$ cat src/rtl/io_out_port_pkg.sv
// io_pkg: page/offset constants and defaults shared by io_out_port.
// The blink feature is built only with IO_OUT_BLINK_EN defined.
package io_pkg;
  localparam logic [3:0] LED_PAGE_DEF  = 4'h1;
  localparam logic [3:0] HEX_PAGE_DEF  = 4'h2;
  localparam int         BLINK_DIV_DEF = 25_000_000;
  localparam int         CNT_W         = 26;

  localparam logic [1:0] OFF_DISP  = 2'd0;
  localparam logic [1:0] OFF_BLANK = 2'd1;
  localparam logic [1:0] OFF_BLINK = 2'd2;

  typedef enum logic [2:0] {
    DEC_NONE,
    DEC_LED,
    DEC_DISP,
    DEC_BLANK,
    DEC_BLINK
  } dec_e;
endpackage

$ cat src/rtl/io_out_port_if.sv
// io_out_port_if: processor store bus with a write acknowledge.
// The master drives address/data/strobe; the slave returns ACK.
interface io_out_port_if;
  logic [15:0] ADDR;
  logic [15:0] DOUT;
  logic        W;
  logic        ACK;

  modport master (
    output ADDR,
    output DOUT,
    output W,
    input  ACK
  );

  modport slave (
    input  ADDR,
    input  DOUT,
    input  W,
    output ACK
  );
endinterface

$ cat src/rtl/io_out_port_blink_prescaler.sv
// blink_prescaler: counts 0..DIV-1 and toggles phase on every wrap.
// Present only when IO_OUT_BLINK_EN is defined.
`ifdef IO_OUT_BLINK_EN
module blink_prescaler
  import io_pkg::*;
(
  input  logic             Clock,
  input  logic             Reset,
  input  logic [CNT_W-1:0] DIV,
  output logic             phase
);
  logic [CNT_W-1:0] r_cnt;
  logic             r_phase;
  logic             w_wrap;

  assign w_wrap = (r_cnt == DIV - 1'b1);
  assign phase  = r_phase;

  always_ff @(posedge Clock) begin
    if (Reset) begin
      r_cnt   <= '0;
      r_phase <= 1'b0;
    end else if (w_wrap) begin
      r_cnt   <= '0;
      r_phase <= ~r_phase;
    end else begin
      r_cnt   <= r_cnt + 1'b1;
    end
  end
endmodule
`endif

$ cat src/rtl/io_out_port.sv
// io_out_port: memory-mapped LED and hex-display output registers.
// Define IO_OUT_BLINK_EN to add per-digit blinking.
module io_out_port
  import io_pkg::*;
#(
  parameter logic [3:0] LED_PAGE  = LED_PAGE_DEF,
  parameter logic [3:0] HEX_PAGE  = HEX_PAGE_DEF,
  parameter int         BLINK_DIV = BLINK_DIV_DEF
) (
  input  logic          Clock,
  input  logic          Reset,
  io_out_port_if.slave  bus,
  output logic [9:0]    LEDR,
  output logic [15:0]   DISP,
  output logic [3:0]    BLANK
);
  logic [9:0]  r_ledr;
  logic [15:0] r_disp;
  logic [3:0]  r_blank;
  logic [3:0]  r_blank_mask;
  logic        r_ack;

  logic [3:0]  w_page;
  logic [1:0]  w_off;
  logic        w_led;
  logic        w_hex;
  logic [3:0]  w_blink_term;
  dec_e        w_dec;
  logic        w_unused;

  assign w_page = bus.ADDR[15:12];
  assign w_off  = bus.ADDR[1:0];
  // LED decode wins when both pages are configured equal
  assign w_led  = (w_page == LED_PAGE);
  assign w_hex  = (w_page == HEX_PAGE) && !w_led;

  assign w_unused = ^{bus.ADDR[11:2], 26'(BLINK_DIV)};

  always_comb begin
    w_dec = DEC_NONE;
    if (bus.W) begin
      unique case (1'b1)
        w_led:                         w_dec = DEC_LED;
        (w_hex && w_off == OFF_DISP):  w_dec = DEC_DISP;
        (w_hex && w_off == OFF_BLANK): w_dec = DEC_BLANK;
`ifdef IO_OUT_BLINK_EN
        (w_hex && w_off == OFF_BLINK): w_dec = DEC_BLINK;
`endif
        default:                       w_dec = DEC_NONE;
      endcase
    end
  end

  always_ff @(posedge Clock) begin
    if (Reset) begin
      r_ledr       <= '0;
      r_disp       <= '0;
      r_blank_mask <= '0;
      r_blank      <= '0;
      r_ack        <= 1'b0;
    end else begin
      r_ack   <= (w_dec != DEC_NONE);
      r_blank <= r_blank_mask | w_blink_term;
      if (w_dec == DEC_LED)   r_ledr       <= bus.DOUT[9:0];
      if (w_dec == DEC_DISP)  r_disp       <= bus.DOUT;
      if (w_dec == DEC_BLANK) r_blank_mask <= bus.DOUT[3:0];
    end
  end

`ifdef IO_OUT_BLINK_EN
  localparam logic [CNT_W-1:0] DIV_V = CNT_W'(BLINK_DIV);

  logic [3:0] r_blink_mask;
  logic       w_phase;

  blink_prescaler u_presc (
    .Clock (Clock),
    .Reset (Reset),
    .DIV   (DIV_V),
    .phase (w_phase)
  );

  always_ff @(posedge Clock) begin
    if (Reset)                   r_blink_mask <= '0;
    else if (w_dec == DEC_BLINK) r_blink_mask <= bus.DOUT[3:0];
  end

  assign w_blink_term = r_blink_mask & {4{w_phase}};
`else
  assign w_blink_term = '0;
`endif

  assign bus.ACK = r_ack;
  assign LEDR    = r_ledr;
  assign DISP    = r_disp;
  assign BLANK   = r_blank;
endmodule
$ cat src/flat_wrapper.sv
// flat-port wrapper written by rule: the top's interface ports become plain ports
module io_out_port_flat import io_pkg::*;
#(
  parameter logic [3:0] LED_PAGE  = LED_PAGE_DEF,
  parameter logic [3:0] HEX_PAGE  = HEX_PAGE_DEF,
  parameter int         BLINK_DIV = BLINK_DIV_DEF
)
  (Clock, Reset, LEDR, DISP, BLANK, bus_ADDR, bus_DOUT, bus_W, bus_ACK);
  io_out_port_if bus_i ();
  input  logic Clock;
  input  logic Reset;
  output logic [9:0] LEDR;
  output logic [15:0] DISP;
  output logic [3:0] BLANK;
  input wire logic [$bits(bus_i.ADDR)-1:0] bus_ADDR;
  input wire logic [$bits(bus_i.DOUT)-1:0] bus_DOUT;
  input wire logic [$bits(bus_i.W)-1:0] bus_W;
  output wire logic [$bits(bus_i.ACK)-1:0] bus_ACK;
  assign bus_i.ADDR = bus_ADDR;
  assign bus_i.DOUT = bus_DOUT;
  assign bus_i.W = bus_W;
  assign bus_ACK = bus_i.ACK;
  io_out_port #(.LED_PAGE(LED_PAGE), .HEX_PAGE(HEX_PAGE), .BLINK_DIV(BLINK_DIV)) u_core (.Clock(Clock), .Reset(Reset), .bus(bus_i), .LEDR(LEDR), .DISP(DISP), .BLANK(BLANK));
endmodule
$ cat config.mk
export PLATFORM = sky130hd
export DESIGN_NAME = io_out_port_flat
export DESIGN_NICKNAME = d
export VERILOG_FILES = /design/src/rtl/io_out_port_pkg.sv /design/src/rtl/io_out_port_if.sv /design/src/rtl/io_out_port_blink_prescaler.sv /design/src/rtl/io_out_port.sv /design/src/flat_wrapper.sv
export SDC_FILE = /design/constraint.sdc
export NUM_CORES = 1
export LEC_CHECK = 0
export BUFFER_PORTS_ARGS = -buffer_cell sky130_fd_sc_hd__buf_2
export CAP_MARGIN = 40
export CELL_PAD_IN_SITES_DETAIL_PLACEMENT = 1
export CELL_PAD_IN_SITES_GLOBAL_PLACEMENT = 1
export CORE_MARGIN = 5
export CORE_UTILIZATION = 33
export DETAILED_ROUTE_END_ITERATION = 7
export PLACE_DENSITY_LB_ADDON = 0.1
export SETUP_SLACK_MARGIN = 0.02
export SYNTH_ARGS = -nofsm -noshare
export SYNTH_HDL_FRONTEND = slang
export SYNTH_SLANG_ARGS = --single-unit
$ cat constraint.sdc
create_clock -name Clock -period 1.7 [get_ports Clock]
set_clock_uncertainty 0.05 [all_clocks]
set_input_delay 0.34 -clock Clock [delete_from_list [all_inputs] [get_ports Clock]]
set_output_delay 0.34 -clock Clock [all_outputs]
set_load 0.1 [all_outputs]
==> results summary, run 1 <==
The worst register-to-register path has a setup slack of 1.03 ns. Setup repair after global routing left no endpoint under its margin. The worst setup path is captured at an output port.

Counting every net in the synthesized netlist gives 168. The number of buffers created by CTS came out at 5. After synthesis, the netlist uses 17 different library cells. The synthesized cell area is 1440 µm². Pin placement for this block handled 66 I/O pins. The number of gates on the worst path with buffers counted is 1. Wire segments on met3 add up to 245 µm in the final route.

In this run the clock root is driven by a sky130_fd_sc_hd__clkbuf_8. The post-synthesis average cell area is 10.8 µm². Counting the fill cells in the layout gives 500. The signal arrival time at the worst endpoint is 1.06 ns.

The number of antenna repair diodes came out at 0. The vertical extent of the die is 76.0 µm. The flow ran to the end, and the final reports show no timing, DRC or antenna violations. The area of the multi-input gates is 663 µm². The count of final max-slew check failures came out at 0. STA puts the critical path data required time at 1.31 ns. The transition time of the tightest slew-check pin came out at 0.564 ns. The maximum fanout along the worst path is 2. The first global-routing pass estimated 5.55 mm of wire. Setup violations remaining at the end of the flow were counted as 0. The full die area came out at 5780 µm². The worst max-slew margin expressed relative to the limit came out at 0.624. The initial antenna violation count is 0. For this run, the slowest stage of the critical path takes 0.44 ns. The initial core utilization came out at 0.335. The routed layout has 1088 vias.

The final number of hold-violating endpoints is 0. The core region is 4290 µm². The most used flip-flop cell after synthesis is sky130_fd_sc_hd__dfxtp_1. Post-CTS repair changed the size of 0 cells.

After detailed routing, the number of remaining DRC violations is 0. The post-synthesis instance total is 133. The detail route stage leaves a number of antenna-violating nets equal to 0. After detailed routing, the average wire length per cell comes to 13.7 µm. The quantity of hold-fixing buffers added after cts came out at 0. The final wirelength is 3.31 mm.

The type of the worst min-delay path is primary input to flip-flop. The number of buffers and inverters on the critical path came out at 1. The number of global-route vias before repair is 1176.

In this run the critical register-to-register path is launched from u_core.LEDR[3]. The slowest stage of the critical path belongs to the cell sky130_fd_sc_hd__buf_2. The total routed wire length on the met1 layer came out at 1.42 mm. The most critical setup path has its endpoint at DISP[4]. The number of detailed-routing iterations run before antenna repair is 4. The leakage power figure came out at 0.916 nW.

TritonCTS built the clock tree. The total power per unit cell area is 837 nW/µm². The post-synthesis register bit count is 35. In this run the horizontal extent of the chip is 76.0 µm.

The sequential cell area came out at 701 µm². The post-CTS setup-driven buffer insertion count came out at 0. The worst setup path is launched from a flip-flop.

The worst hold margin came out at 0.271 ns. Walking the worst path, the cells encountered are buf_2. The library cell used most frequently in the layout, excluding fill and tap cells, is sky130_fd_sc_hd__buf_2. The final estimated routing congestion in global placement is 0.764. The peak ir drop on the vdd network is 0.000391 V.

The pin count of the biggest net entering global routing came out at 48. In the layout the commonest cells are sky130_fd_sc_hd__buf_2, sky130_fd_sc_hd__nand2b_1, sky130_fd_sc_hd__dfxtp_1, sky130_fd_sc_hd__mux2i_1, sky130_fd_sc_hd__clkbuf_8. The most critical setup path has its startpoint at u_core.DISP[4]. In this run the critical register-to-register path is captured at u_core.LEDR[3].

The port buffer count came out at 55. Yosys printed 0 warnings. In the final design database the tool counted 223 nets.

The number of enable-type register cells in the synthesized netlist is 0. Timing would allow up to 688 MHz. Routed signal wires occupy layers up through met4. The maximum level of the CTS H-tree is 2. Of the synthesized area, sequential elements account for 0.487.

Dividing the final minimum period by the clock period gives 0.855. In the detailed route, the total length drawn on met2 is 1.60 mm. The max-cap violation count is 0.

In the global route stage, overall resource usage came out at 0.118. The detailed-route vias per instance came out at 4.51. In this run, the number of DRC markers left after iteration 0 of detailed routing was 30. The HPWL after detailed placement is 2.43 mm.

The worst setup path is of the flip-flop to output port kind. The share of synthesized flip-flops with an asynchronous set or reset came out at 0. The number of clock sinks is 35. The fraction of final layout cells sized beyond drive strength 1 came out at 0.344. The family with the most delay on the worst path is buffers and inverters. After floorplanning, the core was divided into 24 placement rows. The area growth from synthesis to final layout came out at 27.0%. The setup TNS after final layout is 0 ns.

Clock latency on the worst-skew pair, taken at its later pin, is 0.28 ns. The maximum buffer depth of the clock tree is 2. The final critical path time including I/O delays and setup came out at 1.45 ns. The clock transition time at the flip-flop clock pins of the worst setup and hold paths is 0.07 ns. The residual overflow from global routing came out at 0. The worst reg-to-reg path cell count is 2.
[report_power, final]
group,internal (mW),switching (mW)
Sequential,0.825,0.00251
Combinational,0.0534,0.0801
Clock,0.287,0.282
Total,1.17,0.365
[flip-flops by register name, summed over array words and instances, names as in the netlist]
signal               cells
u_core.LEDR             10
u_core.DISP             16
u_core.r_blank_mask      4
u_core.bus.ACK           1
u_core.BLANK             4
[Yosys cell counts (all sizes together), types with 4 or more instances]
| cell type | n | share of area |
|---|---|---|
| nand2b | 46 | 0.20 |
| buf | 4 | 0.029 |
| clkbuf | 5 | 0.013 |
| mux2i | 30 | 0.21 |
| inv | 4 | 0.010 |
| dfxtp | 35 | 0.49 |
[worst min-delay path by stage]
stage	end	depth (start not counted)	startpoint	slack (ns)
after floorplan	u_core.BLANK[0]	2	u_core.r_blank_mask[0]	0.36
after global placement	u_core.BLANK[3]	2	u_core.r_blank_mask[3]	0.38
after detailed placement	u_core.BLANK[3]	2	u_core.r_blank_mask[3]	0.38
after CTS	u_core.DISP[13]	3	bus_DOUT[13]	0.26
after global routing	u_core.DISP[13]	3	bus_DOUT[13]	0.27
final	u_core.DISP[12]	3	bus_DOUT[12]	0.27
[cell families (layout without fill, tap and decap cells)]
logic type | Yosys count | in the layout | share of synthesized area
and+or+nand+nor | 54 | 54 | 0.249
muxes | 30 | 30 | 0.209
buffers and inverters | 13 | 69 | 0.0522
DFF | 35 | 35 | 0.487
AOI/OAI and AO/OA | 1 | 1 | 0.00347
[cell type report]
type | count | share of cell area
Timing Repair Buffer | 57 | 0.166
Multi-Input combinational cell | 85 | 0.363
Clock inverter | 1 | 0.00274
Tap cell | 52 | 0.0356
Inverter | 4 | 0.00821
Clock buffer | 7 | 0.0418
Sequential cell | 35 | 0.383
[per-layer routing]
metal | vias to the layer above | track usage
li1 | 542 | -
met1 | 501 | 0.133
met2 | 38 | 0.192
met3 | 7 | 0.0556
met4 | 0 | 0.0480
met5 | - | 0
[metrics by stage]
stage          instances  power, mW  area (µm²)   util  setup slack (ns)
6_report             241       1.53        1830  0.426             0.246
4_1_cts              241       1.56        1830  0.426             0.230
3_5_place_dp         233      0.982        1750  0.407             0.144
5_1_grt              241       1.60        1830  0.426             0.198
2_1_floorplan        133      0.937        1440      -             0.370
3_3_place_gp         233      0.977        1750  0.407             0.192
(Power assumes the default switching activity.)
==> inputs of run 2 (changes only) <==
- ABC_AREA: default -> 1
- BUFFER_PORTS_ARGS: -buffer_cell sky130_fd_sc_hd__buf_2 -> default
- DONT_BUFFER_PORTS: default -> 1
==> run 2 against run 1 <==
  * Total power is 3.3% higher
  * Register-to-register slack worse by 0.33 ns
  * Clock power is 4.6% higher
  * Via count is 18% higher
  * Non-clock buffer count is 23 lower
  * Largest power group unchanged
  * Highest routed layer unchanged
==> results summary, run 2 <==
The worst setup path is launched from a flip-flop. The worst endpoint required time is 1.31 ns (about the same). The initial antenna violation count came to 0 (unchanged).

The achievable clock frequency is 763 MHz (+11%). The share of synthesized flip-flops with an asynchronous set or reset was 0 (unchanged). Among cell families on the critical path, the largest total delay comes from flip-flops. The core outline area is 4030 µm² (-6.2%). The number of buffers and inverters on the critical path came to 1 (unchanged). The net count after synthesis was 220 (+31%). The number of nets still failing antenna checks after routing came to 0 (unchanged). The count of standard-cell rows came out at 23 (-4.2%). The number of remaining DRC errors is 0 (unchanged).

The number of nets at the end of the flow came to 253 (+13%). The total power draw is 1.58 mW (+3.3%). The maximum buffer depth of the clock tree was 2 (unchanged).

The type of the worst min-delay path is primary input to flip-flop. The peak ir drop on the vdd network is 0.000439 V (+12%). The number of global-route vias before repair came out at 1254 (+6.6%).

TritonCTS built the clock tree. The maximum fanout along the worst path is 2 (unchanged). The total power per unit cell area came out at 912 nW/µm² (+8.9%). The flow ran to the end, and the final reports show no timing, DRC or antenna violations. The sequential share of the synthesized area is 0.510 (+0.0231). The setup TNS after final layout is 0 ns (unchanged). The largest individual stage delay along the critical path comes from the cell sky130_fd_sc_hd__dfxtp_1. STA classifies the critical path endpoint as an output port. Setup repair after global routing left no endpoint under its margin.

The critical path class is flip-flop to output port. Counting instances in the post-synthesis netlist gives the leading cell types as sky130_fd_sc_hd__nor2_1, sky130_fd_sc_hd__dfxtp_1, sky130_fd_sc_hd__inv_1, sky130_fd_sc_hd__nand2_1, sky130_fd_sc_hd__nand3_1. The via total after detailed routing came out at 1280 (+18%).

The biggest area contributor in the post-synthesis netlist is sky130_fd_sc_hd__dfxtp_1. The worst max-slew margin expressed relative to the limit is 0.577 (-0.0468). The clock transition time at the flip-flop clock pins of the worst setup and hold paths is 0.07 ns (about the same). The number of flip-flops under the largest register name came out at 16 (unchanged). The transition time of the tightest slew-check pin is 0.634 ns (+0.0696 ns).

The insertion delay of the later-clocked pin in the worst-skew pair came out at 0.28 ns (about the same). The final critical path time including I/O delays and setup came out at 1.31 ns (-0.144 ns). The synthesized cell area came out at 1370 µm² (-4.5%). The number of buffers created by CTS is 5 (unchanged).

The area of all placed cells without fillers came to 1730 µm² (-5.1%). The number of detailed-routing iterations run before antenna repair was 4 (unchanged). The number of cells in the design after placement is 261 (+12%). The top cell types in the final layout, fill and taps aside, are sky130_fd_sc_hd__nor2_1, sky130_fd_sc_hd__dfxtp_1, sky130_fd_sc_hd__buf_4, sky130_fd_sc_hd__inv_1. The initial core utilization is 0.341 (+0.00591).

The number of clock sinks is 35 (unchanged). The fraction of final layout cells sized beyond drive strength 1 is 0.225 (-0.119). The count of synthesis-stage warnings from yosys came to 0 (unchanged). The HPWL after detailed placement came out at 2.95 mm (+21%). The final wirelength came to 3.80 mm (+15%). The pin count of the biggest net entering global routing is 21 (-56%). The max-cap violation count came out at 0 (unchanged). The port buffer count came out at 0 (-100%). The most frequent cell after synthesis is sky130_fd_sc_hd__nor2_1. The boundary pin count came out at 66 (unchanged).

The post-CTS resize count came out at 0 (unchanged). The final estimated routing congestion in global placement came to 0.826 (+8.2%). The full die area was 5550 µm² (-3.9%). The number of antenna repair diodes came out at 0 (unchanged). The residual overflow from global routing is 0 (unchanged). The signal arrival time at the worst endpoint came out at 0.92 ns (-0.14 ns). The vertical extent of the die is 74.5 µm (-2.0%).

The mean routed wirelength per cell came out at 14.2 µm (+3.2%). The detailed-route vias per instance came to 4.78 (+5.8%). The portion of the clock cycle consumed by the worst path in the final layout came out at 0.771 (-0.0849). The global-route wire length before repair is 5.93 mm (+6.8%). The area growth from synthesis to final layout is 26.2%. The fraction of synthesized cell area taken by the top area cell type is 0.510 (+0.0231).

The quantity of hold-fixing buffers added after cts came out at 0 (unchanged). After synthesis, the cell types taking the most area are sky130_fd_sc_hd__dfxtp_1, sky130_fd_sc_hd__nor2_1, sky130_fd_sc_hd__inv_1. The leakage power figure is 0.832 nW (-9.2%). Leaving out fill and tap cells, the most frequent cell in the layout is sky130_fd_sc_hd__nor2_1. The count of final max-slew check failures came to 0 (unchanged). The total of endpoints with negative setup slack in the final report is 0 (unchanged). The post-placement cell area came out at 1650 µm² (-5.7%).

The clock root buffer is sky130_fd_sc_hd__clkbuf_8. The post-CTS setup-driven buffer insertion count came out at 0 (unchanged). The post-synthesis instance total is 185 (+39%). The number of different library cells in the post-synthesis netlist came out at 17 (unchanged). The post-synthesis register bit count is 35 (unchanged).

The number of enable-type register cells in the synthesized netlist came to 0 (unchanged). The most used flip-flop cell after synthesis is sky130_fd_sc_hd__dfxtp_1. The iteration-0 DRC count of the detailed router came out at 31 (+3.3%).

The maximum level of the CTS H-tree was 2 (unchanged). The final number of hold-violating endpoints came out at 0 (unchanged). The utilization of the core after routing came to 0.430 (+0.00474).

The die boundary width was 74.5 µm (-2.0%). The final cell count without fillers was 268 (+11%). The post-synthesis average cell area was 7.43 µm² (-31%). The longest individual stage delay on the worst path is 0.35 ns (-0.09 ns). Traced cell by cell, the critical path runs through buf_4. The all-layer global routing usage is 0.142 (+0.0238).
[run 2: changes by cell type after synthesis, sizes merged, moves of 2 or more]
| cell | previous run | this run |
|---|---|---|
| nor2 | 1 | 48 |
| nand2b | 46 | 0 |
| nand3 | 1 | 19 |
| inv | 4 | 28 |
| mux2i | 30 | 0 |
| buf | 4 | 6 |
| nand2 | 0 | 18 |
| clkbuf | 5 | 2 |
| o21ai | 0 | 14 |
| a21oi | 1 | 11 |
| nor3 | 0 | 4 |
[run 2: metrics by stage]
step | hold slack, ns | setup WS, ns
2_1_floorplan | 0.350 | 0.334
3_3_place_gp | 0.362 | 0.246
3_5_place_dp | 0.364 | 0.233
4_1_cts | 0.0604 | 0.367
5_1_grt | 0.0599 | 0.346
6_report | 0.0731 | 0.390
[run 2: cells by family after synthesis]
family	Yosys count	share of synthesized area
compound gates	25	0.0911
buf+inv	36	0.109
flops	35	0.510
simple gates	89	0.290
[run 2: layer usage]
layer | share of wire | global-route usage | up-vias
met5 | 0 | 0 | -
met4 | 0.012 | 0.0593 | 0
met3 | 0.059 | 0.0432 | 6
met2 | 0.54 | 0.266 | 32
met1 | 0.39 | 0.144 | 607
li1 | - | - | 635
[run 2: path summary, 6_finish.rpt]
| path | from | endpoint | slack, ns | cells after the start |
|---|---|---|---|---|
| worst max-delay path | u_core.DISP[9] | DISP[9] | 0.39 | 1 |
| worst max register to register | u_core.LEDR[5] | u_core.LEDR[5] | 0.70 | 3 |
| worst min register to register | u_core.r_blank_mask[2] | u_core.BLANK[2] | 0.38 | 2 |
| worst min-delay path | Reset | u_core.bus.ACK | 0.07 | 1 |
[run 2: power by group]
| part | switching (mW) | internal (mW) |
|---|---|---|
| sequential | 0.00375 | 0.829 |
| clock | 0.278 | 0.318 |
| combinational | 0.118 | 0.0348 |
| total | 0.400 | 1.18 |
[run 2: area by class of cell]
type / count / area (µm²)
fillers: 519 / 2290
flip-flops and latches: 35 / 701
inverters: 28 / 105
well taps: 50 / 62.6
multi-input cells: 114 / 523
repair buffers: 34 / 255
clock buffers: 6 / 82.6
clock inverters: 1 / 5.00
==> inputs of run 3 (changes only) <==
- ABC_AREA: 1 -> 0
- clock period: 1.7 -> 1.3 ns (I/O delays scaled with it)
==> run 3 against run 2 <==
  * Sequential cell count stayed put
  * Hold slack got worse by 0.0067 ns
  * Cell area increased by 26%
  * Worst setup slack got worse by 0.29 ns
  * Sequential share of layout area is 7.6 points lower
  * Wire length shrank 11%
  * First-iteration DRC count rose by 48%
  * Utilization increased by 7.7 points
  * Highest routed layer unchanged
  * Die area rose by 4.1%
  * Critical path type unchanged
  * Register-to-register slack got worse by 0.38 ns
  * Critical path depth is the same
==> results summary, run 3 (same netlist as run 1, synthesis figures left out) <==
The count of final max-slew check failures is 0 (unchanged). The maximum buffer depth of the clock tree is 2 (unchanged). The setup TNS after final layout is 0 ns (unchanged). The clock transition time at the flip-flop clock pins of the worst setup and hold paths came out at 0.07 ns (about the same).

TritonCTS built the clock tree. The quantity of hold-fixing buffers added after cts is 1 (+1). The number of fill cells in the layout came out at 450 (-13%). The number of buffers and inverters on the critical path is 1 (unchanged). The number of nets still failing antenna checks after routing came out at 0 (unchanged). The peak ir drop on the vdd network was 0.000675 V (+54%). The maximum level of the CTS H-tree was 2 (unchanged). The mean routed wirelength per cell is 15.3 µm (+7.8%). The worst max-slew margin expressed relative to the limit is 0.806 (+0.229). The tightest min-delay check is of the primary input to flip-flop type.

The post-CTS setup-driven buffer insertion count was 0 (unchanged). The number of nets at the end of the flow came out at 205 (-19%). The worst hold margin is 0.0664 ns (-0.00674 ns). The pin count of the biggest net entering global routing came to 48 (+130%).

The final cell count without fillers came out at 222 (-17%). The core outline area is 4290 µm² (+6.6%). The final number of hold-violating endpoints is 0 (unchanged). The longest individual stage delay on the worst path came out at 0.32 ns (-0.03 ns).

The post-CTS resize count is 0 (unchanged). The via total after detailed routing came out at 1023 (-20%). Setup repair after global routing left no endpoint under its margin. The routed design could run at a clock period as short as 1.20 ns.

The area of all placed cells without fillers is 2180 µm² (+26%). The residual overflow from global routing came out at 0 (unchanged). The fraction of final layout cells sized beyond drive strength 1 is 0.335 (+0.111).

The post-placement cell area came out at 2080 µm² (+26%). The initial core utilization came to 0.335 (-0.00591). The run finished with clean final reports. The worst setup margin came to 0.104 ns (-0.286 ns).

The portion of the clock cycle consumed by the worst path in the final layout is 0.920. The die boundary width is 76.0 µm (+2.0%). The library cell used most frequently in the layout, excluding fill and tap cells, is sky130_fd_sc_hd__nand2b_1. For this run, the top clock speed supported by timing is 836 MHz. The signal arrival time at the worst endpoint came out at 0.89 ns (-0.03 ns). The count of standard-cell rows was 24 (+4.3%). The boundary pin count came out at 66 (unchanged). The leakage power figure is 0.926 nW (+11%). The total power per unit cell area is 930 nW/µm² (+2.0%). The number of clock sinks is 35 (unchanged). Traced cell by cell, the critical path runs through buf_4. On the critical path the largest part of the delay comes from flip-flops. STA classifies the critical path startpoint as a flip-flop. By startpoint and endpoint, the worst setup path is classified as flip-flop to output port. The cell sitting at the root of the clock tree is a sky130_fd_sc_hd__clkbuf_8. The number of remaining DRC errors is 0 (unchanged). The number of flip-flops under the largest register name is 16 (unchanged).

The final estimated routing congestion in global placement came out at 0.655 (-21%). The number of buffers created by CTS came out at 5 (unchanged). The number of detailed-routing iterations run before antenna repair came out at 4 (unchanged). The pre-CTS setup slack is 0.0349 ns (-0.198 ns). The global-route wire length before repair came to 5.64 mm (-4.9%). The HPWL after detailed placement was 2.55 mm (-13%). The final wirelength is 3.39 mm (-11%).

STA classifies the critical path endpoint as an output port. The full die area is 5780 µm² (+4.1%). The port buffer count came to 0 (unchanged). The iteration-0 DRC count of the detailed router is 46 (+48%).

The max-cap violation count came out at 0 (unchanged). The number of antenna repair diodes is 0 (unchanged). The number of cells in the design after placement came out at 214 (-18%).

The maximum fanout along the worst path is 2 (unchanged). The worst endpoint required time came out at 0.99 ns (-0.32 ns). The all-layer global routing usage is 0.123 (-0.0189). The area growth from synthesis to final layout is 51.3%. The insertion delay of the later-clocked pin in the worst-skew pair is 0.28 ns (about the same). The transition time of the tightest slew-check pin came to 0.291 ns (-0.343 ns). Leaving out fill and tap cells, the most frequent cells in the layout are sky130_fd_sc_hd__nand2b_1, sky130_fd_sc_hd__mux2i_1, sky130_fd_sc_hd__buf_12, sky130_fd_sc_hd__dfxtp_1, sky130_fd_sc_hd__buf_4. The number of global-route vias before repair came out at 1131 (-9.8%). The slowest cell on the critical path is sky130_fd_sc_hd__dfxtp_2. The vertical extent of the die was 76.0 µm (+2.0%). The total of endpoints with negative setup slack in the final report came out at 0 (unchanged). The initial antenna violation count came out at 0 (unchanged). The detailed-route vias per instance is 4.61 (-3.5%).
run 3: stage by stage:
| step | power [mW] | util |
|---|---|---|
| floorplan | 1.23 | - |
| global placement | 1.25 | 0.484 |
| detailed placement | 1.26 | 0.484 |
| CTS | 2.06 | 0.507 |
| global route | 2.12 | 0.507 |
| finish | 2.03 | 0.507 |
run 3: path summary, 6_finish.rpt:
path	cells past startpoint	end	startpoint	slack, ns
worst min register to register	2	u_core.BLANK[3]	u_core.r_blank_mask[3]	0.41
worst max register to register	3	u_core.DISP[9]	u_core.DISP[9]	0.32
worst min-delay path	2	u_core.bus.ACK	bus_ADDR[13]	0.07
worst max-delay path	1	LEDR[2]	u_core.LEDR[2]	0.10
run 3: layer usage:
layer	global-route usage	vias to the layer above	part of all wire
met5	0	-	0
met4	0.0587	0	0.012
met3	0.0437	4	0.063
met2	0.223	29	0.54
met1	0.123	483	0.39
li1	-	507	-
run 3: area by class of cell:
type | count | area (µm²) | share of cell area
sequential | 35 | 713 | 0.328
multi-input combinational | 85 | 663 | 0.305
timing repair buffer | 39 | 633 | 0.291
clock buffer | 6 | 82.6 | 0.0379
tap | 52 | 65.1 | 0.0299
inverter | 4 | 15.0 | 0.00690
clock inverter | 1 | 5.00 | 0.00230
run 3: power breakdown:
group          switching (mW)  internal [mW]  leakage (nW)
logic                  0.0779         0.0696         0.592
clock network           0.377          0.416        0.0470
registers             0.00552           1.08         0.287
